### config.mk
export PLATFORM = sky130hd
export DESIGN_NAME = hdlc_tx_framer
export DESIGN_NICKNAME = d
export VERILOG_FILES = /design/src/rtl/hdlc_tx_framer.sv
export SDC_FILE = /design/constraint.sdc
export NUM_CORES = 1
export LEC_CHECK = 0
export BUFFER_PORTS_ARGS = -buffer_cell sky130_fd_sc_hd__buf_2
export CAP_MARGIN = 10
export CORE_ASPECT_RATIO = 0.9
export CORE_MARGIN = 8
export CORE_UTILIZATION = 50
export DETAILED_ROUTE_END_ITERATION = 12
export GPL_TIMING_DRIVEN = 0
export PLACE_DENSITY = 0.69
export SLEW_MARGIN = 20
export SYNTH_ARGS = -nofsm -noshare
export SYNTH_HDL_FRONTEND = slang
export SYNTH_SLANG_ARGS = --single-unit
### constraint.sdc
create_clock -name Clk -period 7.1 [get_ports Clk]
set_input_delay 1.42 -clock Clk [delete_from_list [all_inputs] [get_ports Clk]]
set_output_delay 1.42 -clock Clk [all_outputs]
set_load 0.05 [all_outputs]
### src/rtl/hdlc_tx_framer.sv
// Bit-serial HDLC transmit framer: start flag, zero-stuffed payload, optional
// CRC-16/X.25 FCS and end flag, with an abort sequence on request or underrun.
module hdlc_tx_framer #(
    parameter int FCS_EN    = 1,
    parameter int MAX_BYTES = 126
) (
    input  logic       Clk,
    input  logic       Rst,
    input  logic       TxEN,
    input  logic       Tx_StartFrame,
    input  logic [7:0] Tx_Data,
    input  logic       Tx_DataValid,
    input  logic       Tx_Last,
    output logic       Tx_DataReady,
    input  logic       Tx_AbortFrame,
    output logic       Tx,
    output logic       Tx_ValidFrame,
    output logic       Tx_Done,
    output logic       Tx_AbortedTrans,
    output logic [7:0] Tx_ByteCount
);

    localparam logic [2:0] IDLE       = 3'd0;
    localparam logic [2:0] START_FLAG = 3'd1;
    localparam logic [2:0] DATA       = 3'd2;
    localparam logic [2:0] FCS        = 3'd3;
    localparam logic [2:0] END_FLAG   = 3'd4;
    localparam logic [2:0] ABORT      = 3'd5;

    localparam logic [7:0] FLAG_SEQ  = 8'h7E;
    localparam logic [7:0] ABORT_SEQ = 8'hFE;
    localparam logic [7:0] MAX_CNT   = 8'(MAX_BYTES);

    logic [2:0]  state;
    logic [2:0]  bit_cnt;
    logic [7:0]  byte_reg;
    logic [7:0]  hold_reg;
    logic        hold_full;
    logic        hold_last;
    logic        last_accepted;
    logic        last_loaded;
    logic [2:0]  ones_cnt;
    logic        fcs_hi;
    logic [15:0] crc;

    logic        active;
    logic        boundary;
    logic [2:0]  bit_nxt;
    logic        nxt_bit;
    logic [2:0]  ones_inc;
    logic        stuff_now;
    logic        underrun;
    logic        go_abort;
    logic        xfer;
    logic        take_last;
    logic [15:0] crc_upd;

    function automatic logic [15:0] crc_next(input logic [15:0] c, input logic [7:0] d);
        logic [15:0] r;
        r = c;
        for (int i = 0; i < 8; i++) begin
            r = (r[0] ^ d[i]) ? ((r >> 1) ^ 16'h8408) : (r >> 1);
        end
        return r;
    endfunction

    // ones_cnt counts consecutive ones currently on the line, so a stuffed 0 is due when it reaches 5
    always_comb begin
        active       = (state == START_FLAG) || (state == DATA) || (state == FCS) || (state == END_FLAG);
        boundary     = (bit_cnt == 3'd7);
        bit_nxt      = bit_cnt + 3'd1;
        nxt_bit      = byte_reg[bit_nxt];
        ones_inc     = nxt_bit ? (ones_cnt + 3'd1) : 3'd0;
        stuff_now    = ((state == DATA) || (state == FCS)) && (ones_cnt == 3'd5);
        underrun     = boundary && !hold_full &&
                       ((state == START_FLAG) || ((state == DATA) && !stuff_now && !last_loaded));
        go_abort     = active && (Tx_AbortFrame || !TxEN || underrun);
        Tx_DataReady = ((state == START_FLAG) || (state == DATA)) && !hold_full &&
                       !last_accepted && (Tx_ByteCount < MAX_CNT);
        xfer         = Tx_DataValid && Tx_DataReady && !go_abort;
        take_last    = Tx_Last || (Tx_ByteCount == (MAX_CNT - 8'd1));
        crc_upd      = crc_next(crc, hold_reg);
    end

    always_ff @(posedge Clk or negedge Rst) begin
        if (!Rst) begin
            state           <= IDLE;
            bit_cnt         <= 3'd0;
            byte_reg        <= 8'd0;
            hold_reg        <= 8'd0;
            hold_full       <= 1'b0;
            hold_last       <= 1'b0;
            last_accepted   <= 1'b0;
            last_loaded     <= 1'b0;
            ones_cnt        <= 3'd0;
            fcs_hi          <= 1'b0;
            crc             <= 16'hFFFF;
            Tx              <= 1'b1;
            Tx_ValidFrame   <= 1'b0;
            Tx_Done         <= 1'b0;
            Tx_AbortedTrans <= 1'b0;
            Tx_ByteCount    <= 8'd0;
        end else begin
            Tx_Done         <= 1'b0;
            Tx_AbortedTrans <= 1'b0;
            if (xfer) begin
                hold_reg      <= Tx_Data;
                hold_full     <= 1'b1;
                hold_last     <= take_last;
                last_accepted <= take_last;
                Tx_ByteCount  <= Tx_ByteCount + 8'd1;
            end
            if (go_abort) begin
                state           <= ABORT;
                byte_reg        <= ABORT_SEQ;
                bit_cnt         <= 3'd0;
                Tx              <= ABORT_SEQ[0];
                Tx_ValidFrame   <= 1'b0;
                Tx_AbortedTrans <= 1'b1;
                hold_full       <= 1'b0;
                last_accepted   <= 1'b0;
                ones_cnt        <= 3'd0;
            end else begin
                case (state)
                    IDLE: begin
                        if (Tx_StartFrame && TxEN) begin
                            state         <= START_FLAG;
                            byte_reg      <= FLAG_SEQ;
                            bit_cnt       <= 3'd0;
                            Tx            <= FLAG_SEQ[0];
                            Tx_ValidFrame <= 1'b1;
                            Tx_ByteCount  <= 8'd0;
                            crc           <= 16'hFFFF;
                            hold_full     <= 1'b0;
                            hold_last     <= 1'b0;
                            last_accepted <= 1'b0;
                            last_loaded   <= 1'b0;
                            ones_cnt      <= 3'd0;
                        end
                    end
                    START_FLAG, DATA: begin
                        if (stuff_now) begin
                            Tx       <= 1'b0;
                            ones_cnt <= 3'd0;
                        end else if (!boundary) begin
                            bit_cnt  <= bit_nxt;
                            Tx       <= nxt_bit;
                            ones_cnt <= ones_inc;
                        end else if ((state == DATA) && last_loaded) begin
                            bit_cnt <= 3'd0;
                            if (FCS_EN != 0) begin
                                state    <= FCS;
                                byte_reg <= ~crc[7:0];
                                fcs_hi   <= 1'b0;
                                Tx       <= ~crc[0];
                                ones_cnt <= (~crc[0]) ? (ones_cnt + 3'd1) : 3'd0;
                            end else begin
                                state    <= END_FLAG;
                                byte_reg <= FLAG_SEQ;
                                Tx       <= FLAG_SEQ[0];
                            end
                        end else begin
                            state       <= DATA;
                            byte_reg    <= hold_reg;
                            crc         <= crc_upd;
                            last_loaded <= hold_last;
                            hold_full   <= 1'b0;
                            bit_cnt     <= 3'd0;
                            Tx          <= hold_reg[0];
                            ones_cnt    <= (state == START_FLAG) ? {2'b00, hold_reg[0]} :
                                           (hold_reg[0] ? (ones_cnt + 3'd1) : 3'd0);
                        end
                    end
                    FCS: begin
                        if (stuff_now) begin
                            Tx       <= 1'b0;
                            ones_cnt <= 3'd0;
                        end else if (!boundary) begin
                            bit_cnt  <= bit_nxt;
                            Tx       <= nxt_bit;
                            ones_cnt <= ones_inc;
                        end else if (!fcs_hi) begin
                            byte_reg <= ~crc[15:8];
                            fcs_hi   <= 1'b1;
                            bit_cnt  <= 3'd0;
                            Tx       <= ~crc[8];
                            ones_cnt <= (~crc[8]) ? (ones_cnt + 3'd1) : 3'd0;
                        end else begin
                            state    <= END_FLAG;
                            byte_reg <= FLAG_SEQ;
                            bit_cnt  <= 3'd0;
                            Tx       <= FLAG_SEQ[0];
                        end
                    end
                    END_FLAG, ABORT: begin
                        if (!boundary) begin
                            bit_cnt <= bit_nxt;
                            Tx      <= nxt_bit;
                        end else begin
                            state         <= IDLE;
                            bit_cnt       <= 3'd0;
                            Tx            <= 1'b1;
                            Tx_ValidFrame <= 1'b0;
                            Tx_Done       <= (state == END_FLAG);
                        end
                    end
                    default: begin
                        state <= IDLE;
                        Tx    <= 1'b1;
                    end
                endcase
            end
        end
    end

endmodule
# Word-level counts from Yosys, hierarchy flattened

Index checks and enable logic that the tools add are counted.

$lt $le $gt $ge: 2
Muxes and demuxes: 99
Bitwise gates (word level): 21
Reductions and logical operators: 43
Add/sub/neg operators: 3
Equality and inequality tests: 24

Operators by type and width:

| operator            | count |
|---|---|
| $mux 16             | 12 |
| $mux 8              | 12 |
| $mux 3              | 24 |
| $mux 1              | 40 |
| $pmux 16 s2         | 1 |
| $not 2->3           | 8 |
| $pmux 8 s3          | 1 |
| $ne 3x3->1 const B  | 7 |
| $pmux 3 s3          | 2 |
| $not 8->8           | 2 |
| $ne 2x2->1 const B  | 7 |
| $reduce_and 7->1    | 2 |
| $logic_and 1x1->1   | 13 |
| $eq 3x3->1 const B  | 4 |
| $pmux 3 s4          | 1 |
| $reduce_and 6->1    | 2 |
| $reduce_and 3->1    | 3 |
| $add 8x1->8 const B | 1 |
| $eq 8x7->1 const B  | 1 |
| $logic_or 1x1->1    | 8 |
| $lt 8x7->1 const B  | 1 |
| $pmux 1 s2          | 4 |
| $reduce_bool 4->1   | 2 |
| $xor 1x1->1         | 8 |
| other kinds (15)    | 26 |

Output and inout bits: 13
Input port bits: 15
Flip-flop bits (word level): 58
Logic and storage cells: 208

# Logic depth before layout (Yosys ltp)

Gate-level depths: netlist of run 1.

Word-level depth: 20
Gate-level depth with buffers: 12

# Worst setup path before layout of run 1

Ideal clock, no wire load.

Path type: register to output
Start: register Tx_ByteCount[7]
End: output Tx_DataReady
Data arrival time: 2261 ps
Stages on the path, launching flop included: 3
Path slack: 3419 ps
Path buffers: 0
Cell sequence: dfrtp_1 > or3_1 > a211oi_1

Cells in the longest elaborated chain, start to end: 2

RTL lines:

| what                   | line | source |
|---|---|---|
| start, declared        | 20   | `output logic [7:0] Tx_ByteCount` |
| start signal, assigned | 111  | `Tx_ByteCount <= Tx_ByteCount + 8'd1;` |
| $lt 8x7->1             | 79   | `!last_accepted && (Tx_ByteCount < MAX_CNT);` |
| $logic_and 1x1->1      | 79   |  |
| end, declared          | 14   | `output logic Tx_DataReady,` |

No other way between the ends.

# Worst setup path after layout of run 1

Start: register state[1]
End: output Tx_DataReady

Cells in the longest elaborated chain, start to end: 5
Elaborated cells between the ends (all ways): 6
Those cells by class: eq/ne: 2; reduce/logical: 4

RTL lines:

| what                                     | line | source |
|---|---|---|
| start, declared                          | 34   | `logic [2:0] state;` |
| start signal, assigned                   | 87   | `state <= IDLE;` |
| start signal, assigned                   | 114  | `state <= ABORT;` |
| start signal, assigned                   | 127  | `state <= START_FLAG;` |
| $eq 3x1->1 or $eq 3x2->1 (tied branches) | 78   | `Tx_DataReady = ((state == START_FLAG) \|\| (state == DATA)) && !hold_full &&` |
| $logic_or 1x1->1 (*)                     | 78   |  |
| $logic_and 1x1->1 (*) (2 in series)      | 78   |  |
| $logic_and 1x1->1 (*)                    | 79   |  |

Every way passes the cells marked *; elsewhere a longest branch is shown, timed or not.

==> impl_metrics.py, run 1 <==
metrics = {
    "run_status": {
        "outcome": "finished clean",
    },
    "layout": {
        "regMostFlops": "crc",
        "design_area_sq_um": 3815,
        "nets": 425,
        "areaGrowthSynthToFinish_pct": 14.37,
        "final_cell_mix": "47 x nand2_1, 41 x dfrtp_1, 36 x buf_2, 30 x nor2_1, 28 x o21ai_0",
        "layout_commonest_cell": "nand2_1",
        "diodes": 0,
        "fin_util_pct": 58.54,
        "largest_register_ffs": 16,
        "fill_cells": 609,
        "layout-drive-gt1-share_pct": 22.00,
    },
    "worst_setup_path": {
        "worst_ep_arrival_time_ns": 2.05,
        "rr_worst_depth": 11,
        "crit_fanout": 10,
        "cp-end-kind": "output pin",
        "required_ns": 5.68,
        "setup.worst_path.start_class": "register",
        "critical_path_class": "reg2out",
        "r2r_setup_slack_ns": 4.32,
    },
    "synth": {
        "ys.warnings.count": 0,
        "syn_nets": 387,
        "yosys.area.top_type": "dfrtp_1",
        "avgSynthCellArea_sq_um": 9.114,
        "ys.flop_type": "dfrtp_1",
        "ys_seq_area_share_pct": 44.15,
        "yosysUniqueCellTypes": 52,
        "synthTopCellsByArea": "dfrtp_1 31%, dfstp_2 13%, xnor2_1 5.8%",
        "syn_area_sq_um": 3336,
        "ys_seq_elements": 58,
        "synthDominantCellAreaShare_pct": 30.76,
        "synth-edff-count": 0,
        "netlist_instances": 366,
        "async_flop_share_pct": 100.0,
    },
    "die": {
        "start_util_pct": 51.19,
        "num_rows": 28,
        "num_io_pins": 28,
        "die_w_um": 102.1,
        "dieArea_sq_um": 9544,
        "coreArea_sq_um": 6516,
        "die_h_um": 93.49,
    },
    "worst_hold_path": {
        "whs_path_depth": 2,
        "hp-class": "reg2reg",
    },
    "clock_network": {
        "cts_sinks": 58,
        "clk_root_buffer_cell": "clkbuf_8",
        "worstSkewPairLatency_ns": 0.34,
        "ctsResizeCount": 0,
        "clkTransAtPathRegs_ns": 0.07,
        "htree_num_levels": 3,
        "cts_setup_buffers": 0,
        "clock_path_buffers": 2,
        "cts_tree": "built",
        "cts_made_buffers": 9,
        "holdBufCountCts": 0,
    },
    "sta": {
        "period_share_pct": 48.88,
        "worstMarginPinSlew_ns": 0.7902,
        "hold_viol_final": 0,
        "setup_tns_ns": 0,
        "max_freq_ghz": 0.2881,
        "slew_headroom_pct": 47.13,
        "final-setup-viol-count": 0,
        "rsz0062_at_grt": "no",
        "drv_slew": 0,
        "worst_clock_skew_ns": 0.01162,
        "finalCriticalPeriod_ns": 3.471,
    },
    "detailed_routing": {
        "wl_mm": 7.913,
        "wl_met1_mm": 3.836,
        "route.met2.wl_mm": 3.550,
        "ant_nets": 0,
        "top_layer": "met4",
        "vias": 2796,
        "wl_per_cell_um": 15.86,
        "via_per_inst": 5.603,
        "drcViolationCount": 0,
        "first_pass_iters": 5,
        "wl_met3_um": 437,
        "drt_iter0_drc": 166,
    },
    "placed_design": {
        "port_buffers": 27,
        "hpwlAfterDp_mm": 5.639,
        "gp_congestion": 0.9162,
        "postPlaceCellArea_sq_um": 3586,
    },
    "power_and_ir_drop": {
        "ir_drop_v": 0.0002752,
        "power.density_nw_per_um2": 533.6,
        "p_leak_nw": 1.668,
    },
    "global_route": {
        "antenna_found_initial": 0,
        "grt_max_degree": 59,
        "grt_pass1_wl_mm": 13.26,
        "grt_use_total_pct": 17.51,
        "grt_pass1_vias": 2715,
        "gr-total-overflow": 0,
    },
    "run": {
        "drv_cap": 0,
    },
}
-- power by group --
part / leakage (nW) / switching, W / internal, W
combinational: 0.851 / 0.000657 / 0.000432
sequential: 0.700 / 0.000104 / 0.000490
clock: 0.117 / 0.000136 / 0.000217
total: 1.67 / 0.000897 / 0.00114
-- kinds of logic after synthesis --
kind of cell,after synthesis,share of synthesized area (%)
and+or+nand+nor,123,17.37
AOI/OAI and AO/OA,94,17.70
buffers and inverters,39,5.176
DFF,58,44.15
adders and majority gates,6,2.251
muxes,15,5.214
xor gates and xnor gates,31,8.140
-- metal layers --
layer,vias to the layer above,GRT usage (%)
met4,0,5.128
met2,90,25.47
met1,1344,24.40
li1,1352,-
met5,-,0
met3,10,5.197
-- stage by stage --
step	hold WS [ns]	power, W	worst slack, ns	std cells
after global placement	0.4598	0.001654	3.858	483
final	0.4800	0.002036	3.629	499
after detailed placement	0.4657	0.001674	3.788	483
after global routing	0.4919	0.002184	3.508	499
after CTS	0.4816	0.002038	3.621	499
after floorplan	0.4473	0.001441	3.419	366
-- synthesized netlist by cell type (all sizes together), types with 2 or more instances --
cell    instances
a32o            2
inv            17
a21o            8
a21oi          16
or2             3
a2111o          2
o31ai           3
buf            13
nand4           2
clkbuf          9
nand2          47
nand2b          3
xnor2          22
or3             4
a211oi          5
nor2           31
mux2            9
mux2i           5
o31a            2
nor2b           2
a31oi           7
nor4            3
dfstp          17
nand3           7
o21ai          37
dfrtp          41
a21bo           2
nor3           17
xor2            9
ha              6
o211ai          2
-- layout make-up --
type                       count  area, sq um  area share (%)
timing repair buffer          27        137.6           3.608
buffer                        22        106.4           2.788
multi-input combinational    269         1690           44.31
sequential                    58         1473           38.60
clock inverter                 4        73.82           1.935
tap                           90        112.6           2.952
inverter                      17        66.31           1.738
clock buffer                  12        155.1           4.067
-- final timing paths --
path / start / endpoint
hold reg to reg: crc[4] / crc[4]
min in group asynchronous: Rst / bit_cnt[0]
setup reg to reg: bit_cnt[0] / crc[14]
max in group asynchronous: Rst / byte_reg[7]
hold / removal: crc[4] / crc[4]
setup / recovery: state[1] / Tx_DataReady
-- worst max-delay path, cell delays in order (launching register included) --
cell and delay (ns):
dfrtp_1 0.47, xnor2_1 0.17, or2_0 0.20, buf_2 0.20, a211oi_1 0.34, buf_2 0.34
Power figures use the tool's default switching activity.
==> run 2, diff against run 1 <==
--- a/config.mk
+++ b/config.mk
@@ -12,7 +12,7 @@
 export CORE_UTILIZATION = 50
 export DETAILED_ROUTE_END_ITERATION = 12
 export GPL_TIMING_DRIVEN = 0
-export PLACE_DENSITY = 0.69
+export PLACE_DENSITY = 0.71
 export SLEW_MARGIN = 20
 export SYNTH_ARGS = -nofsm -noshare
 export SYNTH_HDL_FRONTEND = slang
==> constraint.sdc (replaced) <==
create_clock -name Clk -period 3 [get_ports Clk]
set_input_delay 0.6 -clock Clk [delete_from_list [all_inputs] [get_ports Clk]]
set_output_delay 0.6 -clock Clk [all_outputs]
set_load 0.05 [all_outputs]
==> run 2 against run 1 <==
  * Combinational power is 140% higher
  * Total power rose by 130%
  * Clock power grew 110%
  * Non-clock buffer count unchanged
  * Cell area decreased by 0.66%
  * Clock-buffer cell count decreased by 1
  * Critical path type is now reg2reg
  * Critical endpoint is now last_loaded
  * Largest power group unchanged
  * Highest routed layer unchanged
==> impl_metrics.py, run 2 (synthesis results as in run 1) <==
metrics = {
    "placed_design": {
        "port_buffers": 27,
        "hpwlAfterDp_mm": 5.770,
        "gp_congestion": 0.9316,
        "post-place-ws_ns": 0.2852,
    },
    "global_route": {
        "grt_max_degree": 59,
        "grt_use_total_pct": 18.14,
        "grt_pass1_vias": 2929,
        "gr-total-overflow": 0,
        "antenna_found_initial": 0,
        "grt_pass1_wl_mm": 13.71,
    },
    "clock_network": {
        "cts_tree": "built",
        "clk_root_buffer_cell": "clkbuf_8",
        "cts_sinks": 58,
        "cts_made_buffers": 9,
        "htree_num_levels": 3,
        "ctsResizeCount": 0,
        "clkTransAtPathRegs_ns": 0.07,
        "cts_setup_buffers": 0,
        "clock_path_buffers": 2,
        "holdBufCountCts": 0,
        "worstSkewPairLatency_ns": 0.33,
    },
    "worst_setup_path": {
        "required_ns": 3.22,
        "worst_ep_arrival_time_ns": 2.93,
        "critical_path_class": "reg2reg",
        "setup.worst_path.start_class": "register",
        "rr_worst_depth": 12,
        "r2r_setup_slack_ns": 0.28,
        "r2r_start": "bit_cnt[0]",
        "crit_fanout": 10,
        "worstSetupStartpoint": "bit_cnt[0]",
        "cp-end-kind": "register",
        "r2r-end": "last_loaded",
    },
    "die": {
        "dieArea_sq_um": 9544,
        "die_h_um": 93.49,
        "start_util_pct": 51.19,
        "num_rows": 28,
        "die_w_um": 102.1,
        "num_io_pins": 28,
        "coreArea_sq_um": 6516,
    },
    "layout": {
        "nets": 425,
        "layout_commonest_cell": "nand2_1",
        "final_cell_mix": "47 x nand2_1, 41 x dfrtp_1, 36 x buf_2, 30 x nor2_1, 28 x o21ai_0",
        "fill_cells": 610,
        "layout-drive-gt1-share_pct": 22.25,
        "regMostFlops": "crc",
        "fin_util_pct": 58.16,
        "diodes": 0,
        "areaGrowthSynthToFinish_pct": 13.62,
        "largest_register_ffs": 16,
    },
    "detailed_routing": {
        "wl_mm": 7.876,
        "vias": 2761,
        "wl_per_cell_um": 15.78,
        "drcViolationCount": 0,
        "via_per_inst": 5.533,
        "ant_nets": 0,
        "first_pass_iters": 4,
        "drt_iter0_drc": 219,
    },
    "sta": {
        "rsz0062_at_grt": "no",
        "setup_tns_ns": 0,
        "hold_viol_final": 0,
        "period_share_pct": 90.51,
        "slew_headroom_pct": 35.34,
        "worstMarginPinSlew_ns": 0.9577,
        "final-setup-viol-count": 0,
        "fin_ws_ns": 0.2848,
        "drv_slew": 0,
        "worst_clock_skew_ns": 0.006739,
        "finalCriticalPeriod_ns": 2.715,
        "max_freq_ghz": 0.3683,
    },
    "power_and_ir_drop": {
        "p_leak_nw": 1.655,
        "power.density_nw_per_um2": 1247,
        "ir_drop_v": 0.0006470,
    },
    "run": {
        "drv_cap": 0,
    },
    "worst_hold_path": {
        "hp-class": "in2async",
    },
    "run_status": {
        "outcome": "finished clean",
    },
}
[run 2: changes by cell type in the layout (fill, tap and decap cells not counted)]
cell / change
clkinv_2: +2
bufinv_16: -1
clkbuf_1: -1
clkinv_4: -1
clkinvlp_4: +1
o311ai_0: +1
o311ai_1: -1
[run 2: final cells by class]
cell class | instances | area [sq um] | area share [%]
multi-input cells | 269 | 1690 | 44.60
repair buffers | 27 | 137.6 | 3.632
clock inverters | 5 | 52.55 | 1.387
inverters | 17 | 66.31 | 1.750
plain buffers | 22 | 106.4 | 2.806
flip-flops and latches | 58 | 1473 | 38.86
clock buffers | 11 | 151.4 | 3.995
well taps | 90 | 112.6 | 2.971
[run 2: layer usage]
layer | wire length, um | global-route usage [%] | part of all wire [%] | vias up
met2 | 3596 | 27.85 | 46 | 85
met4 | 232 | 9.280 | 2.9 | 0
met5 | 0 | 0 | 0 | -
met1 | 3606 | 23.32 | 46 | 1303
met3 | 442 | 4.157 | 5.6 | 24
li1 | - | - | - | 1349
[run 2: worst max path at each step]
stage	endpoint	slack [ns]	cells after the start
floorplan	Tx_DataReady	0.14	2
global placement	ones_cnt[1]	0.27	9
detailed placement	ones_cnt[1]	0.29	9
CTS	ones_cnt[1]	0.26	9
global route	byte_reg[0]	0.07	11
finish	last_loaded	0.28	12
[run 2: power breakdown]
| part | internal (W) | leakage [nW] | switching [W] |
|---|---|---|---|
| combinational | 0.00102 | 0.850 | 0.00156 |
| clock | 0.000424 | 0.105 | 0.000313 |
| sequential | 0.00116 | 0.700 | 0.000249 |
[run 2: worst max-delay path: stages (launching register included)]
cell      delay, ns
dfrtp_1        0.42
ha_1           0.22
ha_1           0.25
a21bo_2        0.28
o22a_1         0.18
o31a_1         0.13
buf_4          0.17
inv_4          0.08
a2111o_1       0.38
buf_2          0.16
buf_2          0.19
nand2_1        0.08
o21ai_1        0.06
[run 2: metrics by stage]
| stage | power, W | hold slack [ns] | instances | cell area (sq um) |
|---|---|---|---|---|
| after global placement | 0.003907 | 0.4588 | 483 | 3583 |
| after floorplan | 0.003410 | 0.3044 | 366 | 3336 |
| final | 0.004728 | 0.3176 | 499 | 3790 |
| after global routing | 0.005089 | 0.3804 | 499 | 3790 |
| after detailed placement | 0.003971 | 0.4664 | 483 | 3586 |
| after CTS | 0.004724 | 0.3401 | 499 | 3790 |
